<file path="config.mk">
export PLATFORM = sky130hd
export DESIGN_NAME = perf_counter_reader
export DESIGN_NICKNAME = d
export VERILOG_FILES = /design/src/rtl/perf_pkg.sv /design/src/rtl/perf_xor_fold.sv /design/src/rtl/perf_counter_reader.sv
export SDC_FILE = /design/constraint.sdc
export NUM_CORES = 1
export LEC_CHECK = 0
export BUFFER_PORTS_ARGS = -buffer_cell sky130_fd_sc_hd__clkbuf_2
export CAP_MARGIN = 20
export CORE_MARGIN = 1
export CORE_UTILIZATION = 40
export DETAILED_ROUTE_END_ITERATION = 6
export HOLD_SLACK_MARGIN = 0.12
export SLEW_MARGIN = 20
export SYNTH_ARGS = -nofsm -noshare
export SYNTH_HDL_FRONTEND = slang
export SYNTH_HIERARCHICAL = 1
export SYNTH_SLANG_ARGS = --single-unit
</file>
<file path="constraint.sdc">
create_clock -name clk -period 3.3 [get_ports clk]
set_input_delay 0.66 -clock clk [delete_from_list [all_inputs] [get_ports clk]]
set_output_delay 0.66 -clock clk [all_outputs]
set_load 0.02 [all_outputs]
</file>
<file path="src/rtl/perf_pkg.sv">
// Shared constants, counter order and FSM encoding for the performance-counter readout path.
// Latency/backpressure: n/a (declarations only).
package perf_pkg;

    localparam int PERF_NUM_CTRS  = 9;
    localparam int PERF_CTR_W     = 32;
    localparam int PERF_CYCLE_ADJ = 10;
    localparam int PERF_IDX_W     = 4;

    localparam int PERF_IDX_CYCLES         = 0;
    localparam int PERF_IDX_INSTRUCTIONS   = 1;
    localparam int PERF_IDX_STALLS         = 2;
    localparam int PERF_IDX_BUBBLES        = 3;
    localparam int PERF_IDX_FORWARDS       = 4;
    localparam int PERF_IDX_RAW_HAZARDS    = 5;
    localparam int PERF_IDX_COND_BRANCHES  = 6;
    localparam int PERF_IDX_UNCOND_BRANCHES = 7;
    localparam int PERF_IDX_COND_MISPRED   = 8;

    typedef enum logic {
        ST_IDLE = 1'b0,
        ST_SEND = 1'b1
    } perf_state_e;

endpackage

</file>
<file path="src/rtl/perf_xor_fold.sv">
// Combinational XOR reduction of NUM_W packed words into one word.
// Latency: 0 cycles; no flow control.
module perf_xor_fold
    import perf_pkg::*;
#(
    parameter int NUM_W = PERF_NUM_CTRS,
    parameter int W     = PERF_CTR_W
) (
    input  logic [NUM_W*W-1:0] words_i,
    output logic [W-1:0]       fold_o
);

    always_comb begin
        fold_o = '0;
        for (int i = 0; i < NUM_W; i++) begin
            fold_o = fold_o ^ words_i[i*W +: W];
        end
    end

endmodule

</file>
<file path="src/rtl/perf_counter_reader.sv">
// Snapshots all perf counters in one edge, then streams them as indexed words; word 0 on the cycle after snap_req.
// Stream stalls in place while out_ready is low; PERF_READER_CHECKSUM_EN appends an XOR checksum word.
module perf_counter_reader
    import perf_pkg::*;
#(
    parameter int NUM_CTRS  = PERF_NUM_CTRS,
    parameter int CTR_W     = PERF_CTR_W,
    parameter int CYCLE_ADJ = PERF_CYCLE_ADJ,
    parameter int IDX_W     = PERF_IDX_W
) (
    input  logic                      clk,
    input  logic                      rst,
    input  logic                      snap_req,
    input  logic [NUM_CTRS*CTR_W-1:0] ctr_in,
    output logic                      busy,
    output logic                      out_valid,
    input  logic                      out_ready,
    output logic [IDX_W-1:0]          out_index,
    output logic [CTR_W-1:0]          out_data,
    output logic                      out_last,
    output logic [7:0]                drop_cnt
);

`ifdef PERF_READER_CHECKSUM_EN
    localparam int LAST_WORD = NUM_CTRS;
`else
    localparam int LAST_WORD = NUM_CTRS - 1;
`endif
    localparam logic [IDX_W-1:0] LAST_IDX = IDX_W'(LAST_WORD);
    localparam logic [CTR_W-1:0] ADJ      = CTR_W'(CYCLE_ADJ);

    perf_state_e               state_q, state_d;
    logic [IDX_W-1:0]          idx_q, idx_d;
    logic [NUM_CTRS*CTR_W-1:0] shadow_q;
    logic [NUM_CTRS*CTR_W-1:0] tx_words;
    logic [7:0]                drop_cnt_q;
    logic [CTR_W-1:0]          cyc_raw;
    logic [CTR_W-1:0]          word_sel;
    logic                      capture;
    logic                      drop;
    logic                      is_last;

    // Words exactly as they go on the wire: cycle count trimmed by the readout overhead.
    assign cyc_raw = shadow_q[PERF_IDX_CYCLES*CTR_W +: CTR_W];

    always_comb begin
        tx_words = shadow_q;
        tx_words[PERF_IDX_CYCLES*CTR_W +: CTR_W] = (cyc_raw > ADJ) ? (cyc_raw - ADJ) : cyc_raw;
    end

`ifdef PERF_READER_CHECKSUM_EN
    logic [CTR_W-1:0] csum;

    perf_xor_fold #(
        .NUM_W (NUM_CTRS),
        .W     (CTR_W)
    ) u_xor_fold (
        .words_i (tx_words),
        .fold_o  (csum)
    );
`endif

    always_comb begin
        word_sel = '0;
        for (int i = 0; i < NUM_CTRS; i++) begin
            if (idx_q == IDX_W'(i)) begin
                word_sel = tx_words[i*CTR_W +: CTR_W];
            end
        end
`ifdef PERF_READER_CHECKSUM_EN
        if (idx_q == IDX_W'(NUM_CTRS)) begin
            word_sel = csum;
        end
`endif
    end

    assign is_last = (idx_q == LAST_IDX);

    always_comb begin
        state_d   = state_q;
        idx_d     = idx_q;
        capture   = 1'b0;
        drop      = 1'b0;
        busy      = 1'b0;
        out_valid = 1'b0;
        out_last  = 1'b0;
        case (state_q)
            ST_IDLE: begin
                if (snap_req) begin
                    capture = 1'b1;
                    idx_d   = '0;
                    state_d = ST_SEND;
                end
            end
            ST_SEND: begin
                busy      = 1'b1;
                out_valid = 1'b1;
                out_last  = is_last;
                if (out_ready && is_last) begin
                    // A request landing on the final transfer restarts with no idle gap.
                    idx_d = '0;
                    if (snap_req) begin
                        capture = 1'b1;
                    end else begin
                        state_d = ST_IDLE;
                    end
                end else begin
                    drop = snap_req;
                    if (out_ready) begin
                        idx_d = idx_q + IDX_W'(1);
                    end
                end
            end
            default: begin
                state_d = ST_IDLE;
            end
        endcase
    end

    assign out_index = idx_q;
    assign out_data  = out_valid ? word_sel : '0;
    assign drop_cnt  = drop_cnt_q;

    always_ff @(posedge clk) begin
        if (rst) begin
            state_q    <= ST_IDLE;
            idx_q      <= '0;
            shadow_q   <= '0;
            drop_cnt_q <= '0;
        end else begin
            state_q <= state_d;
            idx_q   <= idx_d;
            if (capture) begin
                shadow_q <= ctr_in;
            end
            if (drop && (drop_cnt_q != 8'hFF)) begin
                drop_cnt_q <= drop_cnt_q + 8'd1;
            end
        end
    end

endmodule
</file>
Yosys cells after proc, flatten, opt, wreduce, memory -nomap -nowiden --
Cells that the tools add are included.
Storage, ports and cells: register bits 301, bits of input ports 292, output and inout bits 47, logic and storage cells 48
Operators by class: $add $sub $neg 3, $lt $le $gt $ge 1, equal/unequal tests 11, multiplexer cells 24, bitwise gates (word level) 1, reductions and logical operators 4
Operator list (number):
- $mux 32 | 11
- $gt 32x4->1 const B | 1
- $sub 32x4->32 const B | 1
- $eq 4x3->1 const B | 4
- $mux 4 | 3
- $add 8x1->8 const B | 1
- $eq 4x2->1 const B | 2
- $ne 8x8->1 const B | 1
- $pmux 4 s2 | 1
- $mux 1 | 7
- $add 4x1->4 const B | 1
- $eq 4x1->1 const B | 1
- $eq 4x4->1 const B | 1
- $logic_not 4->1 | 1
- $pmux 1 s2 | 2
- $ne 3x2->1 const B | 1
- $logic_and 1x1->1 | 2
- $ne 2x2->1 const B | 1
- $reduce_and 2->1 | 1
- $not 1->1 | 1

Depth between registers and ports, before layout --
word-level depth 12, depth in mapped cells 11, depth with buffers taken out 8

Least setup slack after synthesis --
No wires, ideal clock.
kind register to output, start reg idx_q[0] (netlist: out_index[0]), end out out_data[10], arrival 2.615 ns, data required time 2.640 ns, slack 0.025 ns, stages on the path, launching flop included 9, path buffers 2, cells stage by stage dfxtp_1 > inv_1 > ha_1 > clkbuf_1 > nand3b_1 > clkbuf_1 > o32ai_1 > nand2b_1 > o311ai_0
On the way: word-level cells in the longest chain between the ends 11, elaborated cells on any way between the ends 19, those cells by class eq/ne (8); mux (10); reduce/logical (1)
Ends and longest elaborated chain:
- from (decl) | line perf_counter_reader.sv:33 | logic [IDX_W-1:0] idx_q, idx_d;
- from (signal assigned) | line perf_counter_reader.sv:132 | idx_q <= idx_d;
- $logic_not 4->1 | line perf_counter_reader.sv:66 | if (idx_q == IDX_W'(i)) begin
- $mux 32 (8 in series) | line perf_counter_reader.sv:66
- $mux 32 * | line perf_counter_reader.sv:66
- $mux 32 * | line perf_counter_reader.sv:121 | assign out_data = out_valid ? word_sel : '0;
- to (decl) | line perf_counter_reader.sv:19 | output logic [CTR_W-1:0] out_data,
Every way passes the cells marked *; elsewhere a longest branch is shown, timed or not.

Worst setup path after layout --
start reg idx_q[0] (netlist: out_index[0]), end out out_data[22]
The elaborated chain is that of the path after synthesis.

==> results.md <==
GRT:
- In the global route stage, overall resource usage came out at 0.346.
- The leftover overflow at the end of global routing is 0.
- The wire length of the first global-routing pass is 93.2 mm.
- The number of global-route vias before repair is 15400.
- Entering global routing, the biggest net connects 127 pins.
- The initial antenna violation count was 0.

Critical path:
- The worst path arrival time is 3050 ps.
- The critical path launch point type is a register.
- The highest net fanout along the worst path is 8.
- The worst setup path is captured at an output port.
- The worst setup path is of the register to output port kind.
- Data on the critical path is required at its endpoint by 2640 ps.

Synth:
- Each instance of the synthesized netlist takes up on average 7.24 µm².
- By area the synthesized netlist is led by dfxtp_1, nand2_1, a21oi_1.
- The cell type with the largest total area after synthesis is dfxtp_1.
- For this run, the number of Yosys warnings is 6.
- The mapped cell area is 14000 µm².
- For this run, the register share of the synthesized area comes to 0.430.
- Of the post-synthesis cell area, the dominant cell type holds 0.430.
- For this run, asynchronously set or reset flops after synthesis account for 0.
- In the synthesized netlist, the number of instances is 1935.
- The synthesized netlist contains 76 unique library cells.
- The net count of the mapped netlist is 2233.
- In this run, synthesis produced a sequential element count of 301.
- The most used flip-flop cell after synthesis is dfxtp_1.
- In this run, synthesis inferred 0 flip-flops with an integrated enable.

Detailed routing:
- The number of vias per cell is 5.58.
- For this run, design rule violations remaining after detail routing come to 0.
- The first-iteration detailed-routing DRC count is 1422.
- The number of search-and-repair iterations in the first detailed-routing pass is 5.
- The routed design has 63.9 mm of wire.
- In the final routed layout, each cell accounts on average for 22.1 µm.
- The final route contains 16100 vias.
- The count of antenna-violating nets left after detailed routing is 0.

Final layout:
- The final net count is 2704.
- From synthesis to final layout, the design area changed by 51.1%.
- The area occupied by multi-input gates is 8840 µm².
- The final antenna diode count is 0.
- Of the cells placed in the final design, the portion with a size suffix greater than 1 is 0.369.
- The utilization after layout is 0.613.
- The area taken by flip-flops and latches is 6070 µm².
- The filler cells instantiated in the layout total 3218.

Floorplan:
- The core box area is 34500 µm².
- The site row count is 68.
- From left edge to right edge, the die measures 189 µm.
- 339 I/O pins were placed.
- The initial utilization of the core area, before any placement, comes to 0.406.
- The area of the die is 35800 µm².
- The die boundary height is 189 µm.

Placement:
- The congestion estimate from routability-driven global placement came to 0.955.
- Prior to clock tree synthesis, the placed netlist has a worst setup slack of -155 ps.
- The wire-length estimate of the detail-placed layout is 47.3 mm.
- The number of buffer cells added on primary ports is 338.

Clocking:
- The latest clock arrival within the worst-skew pair is 530 ps.
- The number of buffers created by CTS is 34.
- The clock drives 301 sinks.
- CTS built an H-tree with a depth of 2.
- The hold buffer count at CTS is 0.
- After clock tree synthesis, the clock-pin slew on the worst setup and hold paths is 60 ps.
- The TritonCTS clock tree is yes.
- The library cell used as clock root buffer is clkbuf_16.
- The maximum clock path buffer count is 3.

Timing:
- The slew at the pin closest to its max-slew limit is 584 ps.
- The count of final max-slew check failures came to 0.
- The total count of hold-check failures in the final report came to 0.
- The largest clock skew in the final design is 15.3 ps.
- The worst path setup slack after routing is -406 ps.
- Setup violations remaining at the end of the flow were counted as 32.
- For the finished layout, the period the worst path requires is 3710 ps.
- Setup repair after global routing could not meet its margin everywhere.
- Derived from the worst setup path, the maximum achievable clock frequency is 270 MHz.
- The headroom to the max-slew limit is 0.606.
- After routing, the total negative slack on setup checks comes to -6830 ps.
- The portion of the clock cycle consumed by the worst path in the final layout is 1.12.

Power:
- The maximum VDD drop is 0.385 mV.
- Dividing total power by cell area gives a power density of 473 nW/µm².
- The leakage power summed over all cells is 0.00866 µW.

Min path:
- The worst hold path class is input port to register.

Run:
- Max-cap violations in this run came to 0.

Status:
- The run finished, with violations left.
- The final reports fail on setup timing.
==> where the power goes <==
group          internal (µW)  total, µW  switching (µW)
sequential              3840       4040             204
combinational            814       1810             996
clock                   2570       4160            1590
==> state kept, by name, indices dropped and copies added (netlist names) <==
name / cells
drop_cnt: 8
shadow_q: 288
state_q: 1
out_index: 4
==> metal layers <==
layer,GRT usage,up-vias,share of wire
met3,0.0641,149,0.077
met2,0.544,695,0.45
li1,-,7621,-
met1,0.459,7648,0.43
met5,0,-,0
met4,0.158,0,0.048
==> through the flow <==
step	cells	area (µm²)	total power, µW	hold slack (ps)
after global routing	2887	21200	10300	358
after floorplan	1935	14000	4750	431
final	2887	21200	10000	347
after CTS	2860	20400	9890	339
after detailed placement	2741	17200	5480	444
after global placement	2741	17200	5470	439
==> cell usage in the layout (no fill, tap or decap), drive strengths merged, types with 14 or more instances in the layout <==
cell type  synthesis  layout
dfxtp            301     301
o221ai            18      18
o211ai            14      14
nand2            654     654
o21ai             57      57
nand3             14      14
nor2              68      68
a211oi            14      14
a21oi            365     365
buf               27     273
a221oi            28      28
clkbuf           133     367
inv               14      16
nor3              21      21
a31oi             16      16
==> cell type report <==
class,instances,area share
Inverter,15,0.00290
Timing Repair Buffer,595,0.207
Clock inverter,15,0.0103
Tap cell,455,0.0269
Clock buffer,47,0.0482
Multi-Input combinational cell,1459,0.418
Sequential cell,301,0.287
==> cell families after synthesis <==
group / after synthesis / share of synthesized area
XOR/XNOR: 19 / 0.0119
multiplexers: 3 / 0.00223
buffers and inverters: 175 / 0.0494
flip-flops: 301 / 0.430
adder cells (fa/ha/maj): 6 / 0.00536
AO/OA/AOI/OAI: 589 / 0.250
AND/OR/NAND/NOR: 842 / 0.252
==> Yosys cell counts, types with 4 or more instances <==
| cell type | number |
|---|---|
| a211oi_1 | 14 |
| a21oi_1 | 365 |
| a221o_1 | 10 |
| a221oi_1 | 28 |
| a22oi_1 | 5 |
| a31oi_1 | 16 |
| and2_1 | 5 |
| and3_1 | 4 |
| and3b_1 | 5 |
| buf_1 | 5 |
| buf_2 | 19 |
| clkbuf_1 | 133 |
| dfxtp_1 | 301 |
| ha_1 | 6 |
| inv_1 | 14 |
| nand2_1 | 653 |
| nand2b_1 | 9 |
| nand3_1 | 13 |
| nand3b_1 | 10 |
| nand4_1 | 9 |
| nor2_1 | 68 |
| nor2b_1 | 7 |
| nor3_1 | 21 |
| nor3b_1 | 5 |
| nor4_1 | 8 |
| o2111ai_1 | 7 |
| o211ai_1 | 14 |
| o21ai_0 | 55 |
| o221ai_1 | 18 |
| o22ai_1 | 9 |
| o31ai_1 | 5 |
| or4_1 | 6 |
| xnor2_1 | 11 |
| xor2_1 | 8 |
==> timing repair <==
item / in CTS / in global routing
setup endpoints to repair: 32 / 32
cloned: 6 / 0
resized for setup: 336 / 144
setup buffers: 59 / 35
pin swaps: 93 / 83
==> critical path, stage by stage, from the launching register on <==
cell,delay [ps]
dfxtp_2,340
buf_6,130
buf_12,110
ha_4,150
buf_12,140
buf_12,140
nand2_1,70
nor2_1,40
a21oi_1,290
o21ai_0,130
o21ai_0,490
a31oi_1,180
buf_4,180
buf_8,120
==> path summary, 6_finish.rpt <==
kind	endpoint	slack, ps	depth (start not counted)	startpoint
setup reg to reg	shadow_q[126]	700	6	state_q
setup / recovery	out_data[22]	-410	13	out_index[0]
hold reg to reg	shadow_q[152]	460	2	shadow_q[152]
hold / removal	shadow_q[233]	350	3	ctr_in[233]
No activity file was read; power rests on OpenSTA's default activity.
